==> config.mk <==
export PLATFORM = sky130hd
export DESIGN_NAME = mult_div_unit
export DESIGN_NICKNAME = d
export VERILOG_FILES = /design/src/rtl/mult_div_unit.sv
export SDC_FILE = /design/constraint.sdc
export NUM_CORES = 1
export LEC_CHECK = 0
export ABC_AREA = 1
export ABC_CLOCK_PERIOD_IN_PS = 11970
export CORE_UTILIZATION = 30
export CTS_CLUSTER_SIZE = 30
export DETAILED_ROUTE_END_ITERATION = 16
export PLACE_DENSITY = 0.49
export SETUP_SLACK_MARGIN = 0.15
export SYNTH_ARGS = -nofsm -noshare
export SYNTH_HDL_FRONTEND = slang
export SYNTH_SLANG_ARGS = --single-unit
==> constraint.sdc <==
create_clock -name clock -period 11.97 [get_ports clock]
set_input_delay 2.394 -clock clock [delete_from_list [all_inputs] [get_ports clock]]
set_output_delay 2.394 -clock clock [all_outputs]
set_load 0.02 [all_outputs]
==> src/rtl/mult_div_unit.sv <==
// mult_div_unit: iterative MIPS HI/LO multiply/divide unit.
// One radix-2 step per cycle: shift-add multiply, restoring divide.
// Signed operations run on magnitudes, and the unit applies the sign when it writes the result.
// Optional macro MULTDIV_DIVIDE_EN compiles in the divide datapath.
// Without it, DIV/DIVU requests are ignored.
module mult_div_unit #(
    parameter int WIDTH = 32
) (
    input  logic             clock,
    input  logic             reset,
    input  logic             start,
    input  logic [1:0]       op,
    input  logic [WIDTH-1:0] operandA,
    input  logic [WIDTH-1:0] operandB,
    output logic             busy,
    output logic             done,
    output logic [WIDTH-1:0] hi,
    output logic [WIDTH-1:0] lo
);

    localparam int CountW = $clog2(WIDTH) + 1;
    localparam logic [CountW-1:0] LastCount = CountW'(WIDTH);

    typedef enum logic [1:0] {IDLE, RUN, FINISH} stateType;
    stateType state, nextState;

    logic [CountW-1:0]  count;
    logic [WIDTH-1:0]   hiWork;
    logic [WIDTH-1:0]   loWork;
    logic [WIDTH-1:0]   magB;
    logic               negA;
    logic               negB;
    logic               opAllowed;
    logic               accept;
    logic               iterDone;
    logic               signedOp;
    logic [WIDTH-1:0]   magAIn;
    logic [WIDTH-1:0]   magBIn;
    logic [WIDTH:0]     mulSum;
    logic [2*WIDTH-1:0] product;

`ifdef MULTDIV_DIVIDE_EN
    logic             isDiv;
    logic [WIDTH:0]   divShift;
    logic             divFits;
    logic [WIDTH-1:0] divDiff;
    logic [WIDTH-1:0] quotient;
    logic [WIDTH-1:0] remainder;

    assign opAllowed = 1'b1;
`else
    assign opAllowed = ~op[1];
`endif

    // Operand conditioning, handshake decode and status outputs.
    always_comb begin
        signedOp = ~op[0];
        magAIn   = (signedOp && operandA[WIDTH-1]) ? -operandA : operandA;
        magBIn   = (signedOp && operandB[WIDTH-1]) ? -operandB : operandB;
        accept   = start && opAllowed && ((state == IDLE) || (state == FINISH));
        iterDone = (count == LastCount);
        busy     = (state == RUN);
        done     = (state == FINISH);
    end

    // One step of each datapath, plus the sign-corrected final results.
    always_comb begin
        mulSum  = {1'b0, hiWork} + (loWork[0] ? {1'b0, magB} : {(WIDTH+1){1'b0}});
        product = (negA ^ negB) ? -{hiWork, loWork} : {hiWork, loWork};
`ifdef MULTDIV_DIVIDE_EN
        // The remainder always fits in WIDTH bits.
        // So the low WIDTH bits of the difference are exact whenever the divisor fits.
        divShift  = {hiWork, loWork[WIDTH-1]};
        divFits   = (divShift >= {1'b0, magB});
        divDiff   = divShift[WIDTH-1:0] - magB;
        remainder = negA ? -hiWork : hiWork;
        if (magB == '0) begin
            quotient = '1;
        end else begin
            quotient = (negA ^ negB) ? -loWork : loWork;
        end
`endif
    end

    // State register.
    always_ff @(posedge clock or posedge reset) begin
        if (reset) begin
            state <= IDLE;
        end else begin
            state <= nextState;
        end
    end

    // Next-state logic: a new request may be taken in IDLE or in the done cycle.
    always_comb begin
        nextState = state;
        case (state)
            IDLE:    if (accept) nextState = RUN;
            RUN:     if (iterDone) nextState = FINISH;
            FINISH:  nextState = accept ? RUN : IDLE;
            default: nextState = IDLE;
        endcase
    end

    // Datapath: latch operands on accept, iterate during RUN, publish HI/LO once at the end.
    always_ff @(posedge clock or posedge reset) begin
        if (reset) begin
            count  <= '0;
            hiWork <= '0;
            loWork <= '0;
            magB   <= '0;
            negA   <= 1'b0;
            negB   <= 1'b0;
            hi     <= '0;
            lo     <= '0;
`ifdef MULTDIV_DIVIDE_EN
            isDiv  <= 1'b0;
`endif
        end else if (accept) begin
            count  <= '0;
            hiWork <= '0;
            loWork <= magAIn;
            magB   <= magBIn;
            negA   <= signedOp & operandA[WIDTH-1];
            negB   <= signedOp & operandB[WIDTH-1];
`ifdef MULTDIV_DIVIDE_EN
            isDiv  <= op[1];
`endif
        end else if (state == RUN) begin
            if (!iterDone) begin
                count <= count + 1'b1;
`ifdef MULTDIV_DIVIDE_EN
                if (isDiv) begin
                    if (divFits) begin
                        hiWork <= divDiff;
                        loWork <= {loWork[WIDTH-2:0], 1'b1};
                    end else begin
                        hiWork <= divShift[WIDTH-1:0];
                        loWork <= {loWork[WIDTH-2:0], 1'b0};
                    end
                end else begin
                    hiWork <= mulSum[WIDTH:1];
                    loWork <= {mulSum[0], loWork[WIDTH-1:1]};
                end
`else
                hiWork <= mulSum[WIDTH:1];
                loWork <= {mulSum[0], loWork[WIDTH-1:1]};
`endif
            end else begin
`ifdef MULTDIV_DIVIDE_EN
                if (isDiv) begin
                    hi <= remainder;
                    lo <= quotient;
                end else begin
                    {hi, lo} <= product;
                end
`else
                {hi, lo} <= product;
`endif
            end
        end
    end

endmodule

## Yosys cells after proc, flatten, opt, wreduce, memory -nomap -nowiden

Cells that the tools add are included.

- Bits in registers: 170
- Latch bits: 0
- Bits in writable memories: 0
- Bits in read-only memories: 0
- Input bits: 69
- Output and inout bits: 66
- Word-level logic and storage cells: 53
- Memories: 0

- $add $sub $neg: 5
- $mul: 0
- Divide/modulo/power cells: 0
- Order comparisons: 0
- Eq/ne operators: 6
- Shift-type cells: 0
- Muxes and demuxes: 17
- Bitwise gates (word level): 6
- Reduce and logical (&&, ||, !) cells: 10

Operator list:

| kind | number |
|---|---|
| two-way mux 32 bit | 9 |
| two-way mux 64 bit | 1 |
| negator 32 bit | 2 |
| negator 64 bit | 1 |
| adder 32 x 32 -> 33 bit | 1 |
| two-way mux 6 bit | 3 |
| adder 6 x 1 -> 6 bit (second input constant) | 1 |
| == test 6 bit (second input constant) | 1 |
| one-hot mux 2 bit (3 select lines) | 1 |
| logical AND 1 bit | 4 |
| two-way mux 2 bit | 2 |
| inequality test 2 bit (second input constant) | 2 |
| AND reduction 2 bit | 2 |
| NOT 1 bit | 3 |
| AND reduction 3 bit | 1 |
| AND 1 bit | 2 |
| == test 2 x 1 -> 1 bit (second input constant) | 1 |
| == test 2 bit (second input constant) | 1 |
| logical NOT 2 bit | 1 |
| inequality test 2 x 1 -> 1 bit (second input constant) | 1 |
| nonzero test 2 bit | 1 |
| logical OR 1 bit | 1 |
| two-way mux 1 bit | 1 |
| bitwise XOR 1 bit | 1 |

## Longest topological paths before layout

Gate-level depths: netlist of run 1.

- Depth after elaboration: 5
- Gate-level depth with buffers: 17
- Mapped depth without buffers: 15

## Least setup slack after synthesis of run 1

No wires, ideal clock.

- Path kind: in2reg
- Start point: in operandA[0]
- End point: reg loWork[20]
- Library setup time: 0.135 ns
- Arrival: 3.507 ns
- Data required time: 11.835 ns
- Path slack: 8.328 ns
- Stages on the path: 11
- Path buffers: 0
- Cells stage by stage: inv_1 ha_1 nand3_1 nor2_1 nand2_1 nor2_2 nand2_1 nand2_1 nand2_1 nand3_1 o211ai_1

- Word-level cells in the longest chain between the ends: 3

RTL lines:

| element | line | RTL |
|---|---|---|
| start: declaration | 13 | `input logic [WIDTH-1:0] operandA,` |
| negator 32 bit | 58 | `magAIn = (signedOp && operandA[WIDTH-1]) ? -operandA : operandA;` |
| two-way mux 32 bit | 58 |  |
| two-way mux 32 bit | 119 | `end else if (accept) begin` |
| end signal: assignment | 122 | `loWork <= magAIn;` |
| end signal: assignment | 147 | `loWork <= {mulSum[0], loWork[WIDTH-1:1]};` |
| end: declaration | 29 | `logic [WIDTH-1:0] loWork;` |

No other way between the ends.
A chain may end at the register's enable or synchronous reset.

## Worst setup path in the final report of run 1

- Start point: in op[1]
- End point: reg loWork[17]

- Word-level cells in the longest chain between the ends: 5
- Elaborated cells between the ends (all ways): 7
- Classes of those cells: eq/ne (1); mux (1); bitwise (1); reduce/logical (4)

RTL lines:

| element | line | RTL |
|---|---|---|
| start: declaration | 12 | `input logic [1:0] op,` |
| NOT 1 bit (*) | 52 | `assign opAllowed = ~op[1];` |
| logical AND 1 bit (*) (2 in a row) | 60 | `accept = start && opAllowed && ((state == IDLE) \|\| (state == FINISH));` |
| inequality test 2 bit (no source line) / nonzero test 2 bit (equally long branches) | -- |  |
| AND reduction 2 bit (no source line) | -- |  |

Every way passes the cells marked *; elsewhere a longest branch is shown, timed or not.

==> impl_metrics.env, run 1 <==
export IMPL_status="finished with violations"
export IMPL_violations="DRC"
export IMPL_ir_worst_vdd_mv=0.113
export IMPL_synth_cell_area_um2=13100
export IMPL_htreeDepth=4
export IMPL_drive_above_1_share=0.0366
export IMPL_setup_tns_ns=0
export IMPL_synth_top_cell_by_area="dfrtp_1"
export IMPL_final_cell_mix="nand2_1 (775), inv_1 (282), nor2_1 (239)"
export IMPL_initial_utilization=0.304
export IMPL_place_area_um2=15000
export IMPL_ys_warn_count=0
export IMPL_crit_top_cell="nand2_1"
export IMPL_place_congestion=0.924
export IMPL_syn_area_per_cell_um2=6.16
export IMPL_fmax_mhz=237
export IMPL_finalSetupViolCount=0
export IMPL_remaining_drc_errors=1
export IMPL_synth_top_area_share=0.325
export IMPL_final_antenna_net_count=0
export IMPL_synthDistinctLibCells=44
export IMPL_final_cell_area_um2=15600
export IMPL_cts_setup_buffers=0
export IMPL_worst_pin_slew_ns=1.16
export IMPL_crit_slowest_cell="buf_4"
export IMPL_internal_power_uw=1900
export IMPL_coreArea_um2=43000
export IMPL_synth_area_leaders="dfrtp_1 (33%), nand2_1 (22%), nand3_1 (8.5%)"
export IMPL_clk_latency_ns=0.47
export IMPL_swShare=0.502
export IMPL_vias=13400
export IMPL_drt_wl_total_mm=44.4
export IMPL_path_cells="clkdlybuf4s50_1 -> nor3_4 -> buf_4 -> inv_1 -> nand2_1 -> inv_1 -> nand2_1 -> nand2_1 -> o21bai_1"
export IMPL_grt_pass1_vias=12600
export IMPL_cp_max_fo=49
export IMPL_grt_pass1_wl_mm=70.5
export IMPL_cts_root_buffer="clkbuf_16"
export IMPL_grt_setup_unrepaired="no"
export IMPL_cts_path_max_buffers=2
export IMPL_p_leak_uw=0.00786
export IMPL_hold_path_class="flip-flop to flip-flop"
export IMPL_place_ws_ns=7.14
export IMPL_final_common_cell="nand2_1"
export IMPL_cts_tree="done"
export IMPL_dr_pass1_iters=11
export IMPL_crit_path_start_kind="primary input"
export IMPL_wire_per_inst_um=15.7
export IMPL_switching_power_uw=1920
export IMPL_critPathKind="primary input to flip-flop"
export IMPL_hold_buffers=0
export IMPL_crit_required_ns=12.32
export IMPL_die_w_um=211
export IMPL_finalCritPeriodShare=0.353
export IMPL_area_growth_pct=19.1
export IMPL_diodes=0
export IMPL_io_buffers=134
export IMPL_max_stage_delay_ns=0.46
export IMPL_final_setup_skew_ns=0.0167
export IMPL_max_cap_violations=0
export IMPL_hpwl_mm=35.4
export IMPL_postLayoutSetupSlackWorst_ns=7.74
export IMPL_die_area_um2=44400
export IMPL_synth_seq_area_share=0.325
export IMPL_p_seq_frac=0.307
export IMPL_antenna_found_initial=0
export IMPL_cts_sinks=170
export IMPL_clkPwrFrac=0.145
export IMPL_cts_resized=0
export IMPL_dpl_cell_count=2796
export IMPL_drt_iter0_drc=1182
export IMPL_grt_max_degree=79
export IMPL_die_h_um=211
export IMPL_stdcell_count=2828
export IMPL_synthCells=2123
export IMPL_grtUsageTotal=0.206
export IMPL_post_route_min_period_ns=4.23
export IMPL_hold_violations=0
export IMPL_grt_overflow=0
export IMPL_nNetsFinal=2337
export IMPL_drv_slew=0
export IMPL_vias_per_cell=4.73
export IMPL_p_comb_frac=0.548
export IMPL_cts_clk_slew_worst_paths_ns=0.07
export IMPL_slew_headroom=0.224
export IMPL_cp_arrival_ns=4.58
export IMPL_power_density_nw_per_um2=245
export IMPL_synthesis_nets=2230
export IMPL_hold_slack_ns=0.479
export IMPL_num_rows=76
export IMPL_crit_path_end_kind="flip-flop"
export IMPL_ios=135
export IMPL_ys_ff_latch=170
export IMPL_cts_buffers=17
## cell usage after synthesis, drive strengths merged
library cell	instances
a31o	1
o22ai	10
inv	288
nand2	777
o21bai	8
buf	33
a31oi	3
and2	1
nor2	252
ha	37
clkinv	3
nor3	24
xor2	32
dfrtp	170
fa	1
o21a	2
o221ai	9
nand3	223
a21oi	44
or2	9
clkbuf	26
nand3b	12
nand4	19
nor4	7
xnor2	4
o211ai	12
o31ai	4
and3	2
a21o	3
o21ai	107
## sequential cells by signal, summed over array words and instances, names as in the netlist
register and flops:
lo 32, negA 1, count 6, negB 1, hiWork 32, magB 32, state 2, hi 32
loWork 32
## logic make-up after synthesis
group / Yosys count / synth area share
flip-flops: 170 / 0.325
adder cells (fa/ha/maj): 38 / 0.0369
buffers and inverters: 350 / 0.104
AND/OR/NAND/NOR: 1326 / 0.422
XOR/XNOR: 36 / 0.0241
AO/OA/AOI/OAI: 203 / 0.0877
## power groups by stage
stage / Sequential (uW) / Clock, uW / Combinational [uW]
finish: 1170 / 556 / 2090
global route: 1210 / 595 / 2360
CTS: 1170 / 573 / 2100
detailed placement: 1180 / 0 / 2090
global placement: 1170 / 0 / 2070
floorplan: 1180 / 0 / 1320
## layer usage
layer | vias up | routed length (um) | track usage
met1 | 6075 | 22800 | 0.306
met3 | 37 | 2080 | 0.0274
met5 | - | 0 | 0
li1 | 6938 | - | -
met4 | 0 | 815 | 0.0595
met2 | 338 | 18800 | 0.308
## cell type report
type / instances / area, um^2
fill: 4726 / 27400
multi-input combinational: 1603 / 7470
sequential: 170 / 4250
timing repair buffer: 147 / 1440
inverter: 291 / 1100
tap: 585 / 732
clock buffer: 19 / 453
clock inverter: 13 / 128
## critical path, delay by kind of cell
family	cells	cell delay, ns
AO/OA/AOI/OAI	1	0.14
buffers and inverters	4	1.47
AND/OR/NAND/NOR	4	0.54
## worst paths after layout
| kind | startpoint | end | slack [ns] | depth (start not counted) |
|---|---|---|---|---|
| worst max-delay path | op[1] | loWork[17] | 7.74 | 9 |
| worst min-delay path | magB[22] | magB[22] | 0.48 | 2 |
| worst max register to register | loWork[0] | hiWork[8] | 8.82 | 10 |
| worst min register to register | magB[22] | magB[22] | 0.48 | 2 |
| max in group asynchronous | reset | loWork[20] | 7.83 | 4 |
| min in group asynchronous | reset | hi[26] | 2.35 | 2 |
## stage by stage
step	utilization	power (uW)
detailed placement	0.349	3270
CTS	0.362	3840
global placement	0.349	3240
floorplan	-	2490
finish	0.362	3820
global route	0.362	4170
(Power assumes the default switching activity.)
==> run 2, diff against run 1 <==
ABC_CLOCK_PERIOD_IN_PS = 4200   (was 11970)
clock period = 4.2 ns   (was 11.97 ns; I/O delays follow)
==> run 2 against run 1 <==
The run now ends clean; combinational power grew to 2.9 times the previous value; first-iteration DRC count rose by 2.1%; count of clock-buffer cells in the layout up 1; non-clock buffer count is 1 higher; critical path type is now flip-flop to flip-flop; largest power group unchanged.
==> impl_metrics.env, run 2 (synthesis gave the netlist of run 1 again) <==
export IMPL_p_leak_uw=0.00791
export IMPL_diodes=0
export IMPL_crit_required_ns=4.54
export IMPL_cts_root_buffer="clkbuf_16"
export IMPL_dr_pass1_iters=6
export IMPL_ir_worst_vdd_mv=0.292
export IMPL_crit_top_cell="nand2_1"
export IMPL_finalSetupViolCount=0
export IMPL_reg2reg_depth=12
export IMPL_grt_use_met3=0.0315
export IMPL_initial_utilization=0.304
export IMPL_internal_power_uw=5620
export IMPL_setup_tns_ns=0
export IMPL_grt_max_degree=85
export IMPL_final_antenna_net_count=0
export IMPL_area_growth_pct=19.9
export IMPL_r2r_slack_ns=1.22
export IMPL_final_setup_skew_ns=0.0183
export IMPL_post_route_min_period_ns=2.98
export IMPL_drive_above_1_share=0.0370
export IMPL_coreArea_um2=43000
export IMPL_final_core_util=0.365
export IMPL_remaining_drc_errors=0
export IMPL_timing_rr_start="loWork[0]"
export IMPL_fill_cells=4846
export IMPL_cts_clk_slew_worst_paths_ns=0.07
export IMPL_antenna_found_initial=0
export IMPL_hold_buffers=0
export IMPL_p_comb_frac=0.540
export IMPL_cts_sinks=170
export IMPL_crit_path_end_kind="flip-flop"
export IMPL_gr_max_usage_layer="met1"
export IMPL_fmax_mhz=335
export IMPL_r2r_end="hiWork[28]"
export IMPL_worst_pin_slew_ns=1.07
export IMPL_drv_slew=0
export IMPL_cp_arrival_ns=3.32
export IMPL_path_cells="nand2_1 -> inv_1 -> ha_1 -> nand2_1 -> nor2_1 -> nand2_1 -> nor4_1 -> nand2_1 -> nand2_1 -> nand2_1 -> nand3_1 -> nand2_1"
export IMPL_drt_iter0_drc=1207
export IMPL_die_w_um=211
export IMPL_final_cell_mix="nand2_1 (775), inv_1 (282), nor2_1 (239)"
export IMPL_worstHoldStart="hi[20]"
export IMPL_cts_buffers=17
export IMPL_hold_path_class="flip-flop to flip-flop"
export IMPL_critPathKind="flip-flop to flip-flop"
export IMPL_nNetsFinal=2338
export IMPL_hold_violations=0
export IMPL_grt_use_met2=0.309
export IMPL_vias=13500
export IMPL_grt_use_met1=0.314
export IMPL_grt_pass1_wl_mm=72.0
export IMPL_die_h_um=211
export IMPL_vias_per_cell=4.77
export IMPL_cts_path_max_buffers=2
export IMPL_crit_path_start_kind="flip-flop"
export IMPL_place_congestion=0.907
export IMPL_min_to="hi[20]"
export IMPL_final_common_cell="nand2_1"
export IMPL_htreeDepth=4
export IMPL_slew_headroom=0.286
export IMPL_clk_latency_ns=0.46
export IMPL_grtUsageTotal=0.210
export IMPL_ios=135
export IMPL_dpl_cell_count=2797
export IMPL_cts_tree="done"
export IMPL_max_stage_delay_ns=1.05
export IMPL_grt_setup_unrepaired="no"
export IMPL_cp_max_fo=33
export IMPL_hpwl_mm=36.0
export IMPL_drt_wl_total_mm=45.4
export IMPL_p_seq_frac=0.303
export IMPL_grt_overflow=0
export IMPL_switching_power_uw=5500
export IMPL_crit_slowest_cell="dfrtp_1"
export IMPL_clkPwrFrac=0.157
export IMPL_wire_per_inst_um=16.1
export IMPL_swShare=0.495
export IMPL_stdcell_count=2829
export IMPL_die_area_um2=44400
export IMPL_num_rows=76
export IMPL_grt_pass1_vias=12600
export IMPL_cts_resized=0
export IMPL_max_cap_violations=0
export IMPL_min_path_cells=2
export IMPL_io_buffers=134
export IMPL_status="complete, no violations"
export IMPL_finalCritPeriodShare=0.710
export IMPL_power_density_nw_per_um2=710
export IMPL_cts_setup_buffers=0
[run 2: changes by cell type in the layout (fill, tap and decap cells not counted)]
| cell | previous run | this run |
|---|---|---|
| clkinvlp_4 | 2 | 1 |
| inv_6 | 3 | 2 |
| buf_12 | 0 | 2 |
| bufinv_16 | 0 | 3 |
| clkbuf_8 | 2 | 3 |
| buf_4 | 13 | 12 |
| inv_8 | 5 | 3 |
[run 2: worst max-delay path by stage]
stage / slack (ns) / depth (start not counted) / start / end
final: 1.22 / 12 / loWork[0] / hiWork[28]
after global placement: 1.21 / 12 / loWork[0] / hiWork[28]
after CTS: 1.17 / 12 / loWork[0] / hiWork[28]
after detailed placement: 1.19 / 12 / loWork[0] / hiWork[28]
after floorplan: 1.19 / 1 / reset / count[0]
after global routing: 0.94 / 12 / loWork[0] / hiWork[28]
[run 2: layout make-up]
class                      count  area, um^2  share of cell area
clock buffer                  20         467              0.0298
clock inverter                12         180              0.0115
inverter                     291        1100              0.0700
multi-input combinational   1603        7470               0.477
sequential                   170        4250               0.271
tap                          585         732              0.0467
timing repair buffer         148        1470              0.0939
[run 2: metal layers]
layer,vias up,routed length [um]
met4,0,1070
met2,400,18700
met1,6108,23100
li1,6941,-
met3,58,2540
met5,-,0
[run 2: through the flow]
stage / power (uW) / instance area, um^2 / setup slack (ns) / hold slack (ns)
finish: 11100 / 15700 / 1.22 / 0.478
floorplan: 7100 / 13100 / 1.19 / 0.449
CTS: 11200 / 15700 / 1.17 / 0.485
global route: 12100 / 15700 / 0.940 / 0.492
global placement: 9300 / 15000 / 1.21 / 0.463
detailed placement: 9360 / 15000 / 1.19 / 0.466
[run 2: power groups by stage]
stage / clock network [uW] / logic, uW / registers (uW)
after floorplan: 0 / 3750 / 3350
after global placement: 0 / 5930 / 3370
after detailed placement: 0 / 5970 / 3380
after CTS: 1810 / 6000 / 3350
after global routing: 1870 / 6770 / 3480
final: 1750 / 6000 / 3370
[run 2: critical path: cells and delay by family, from the launching register on]
kind                     cells  cell delay [ns]
AND/OR/NAND/NOR             10             1.46
flip-flops                   1             1.05
adder cells (fa/ha/maj)      1             0.25
buffers and inverters        1             0.09
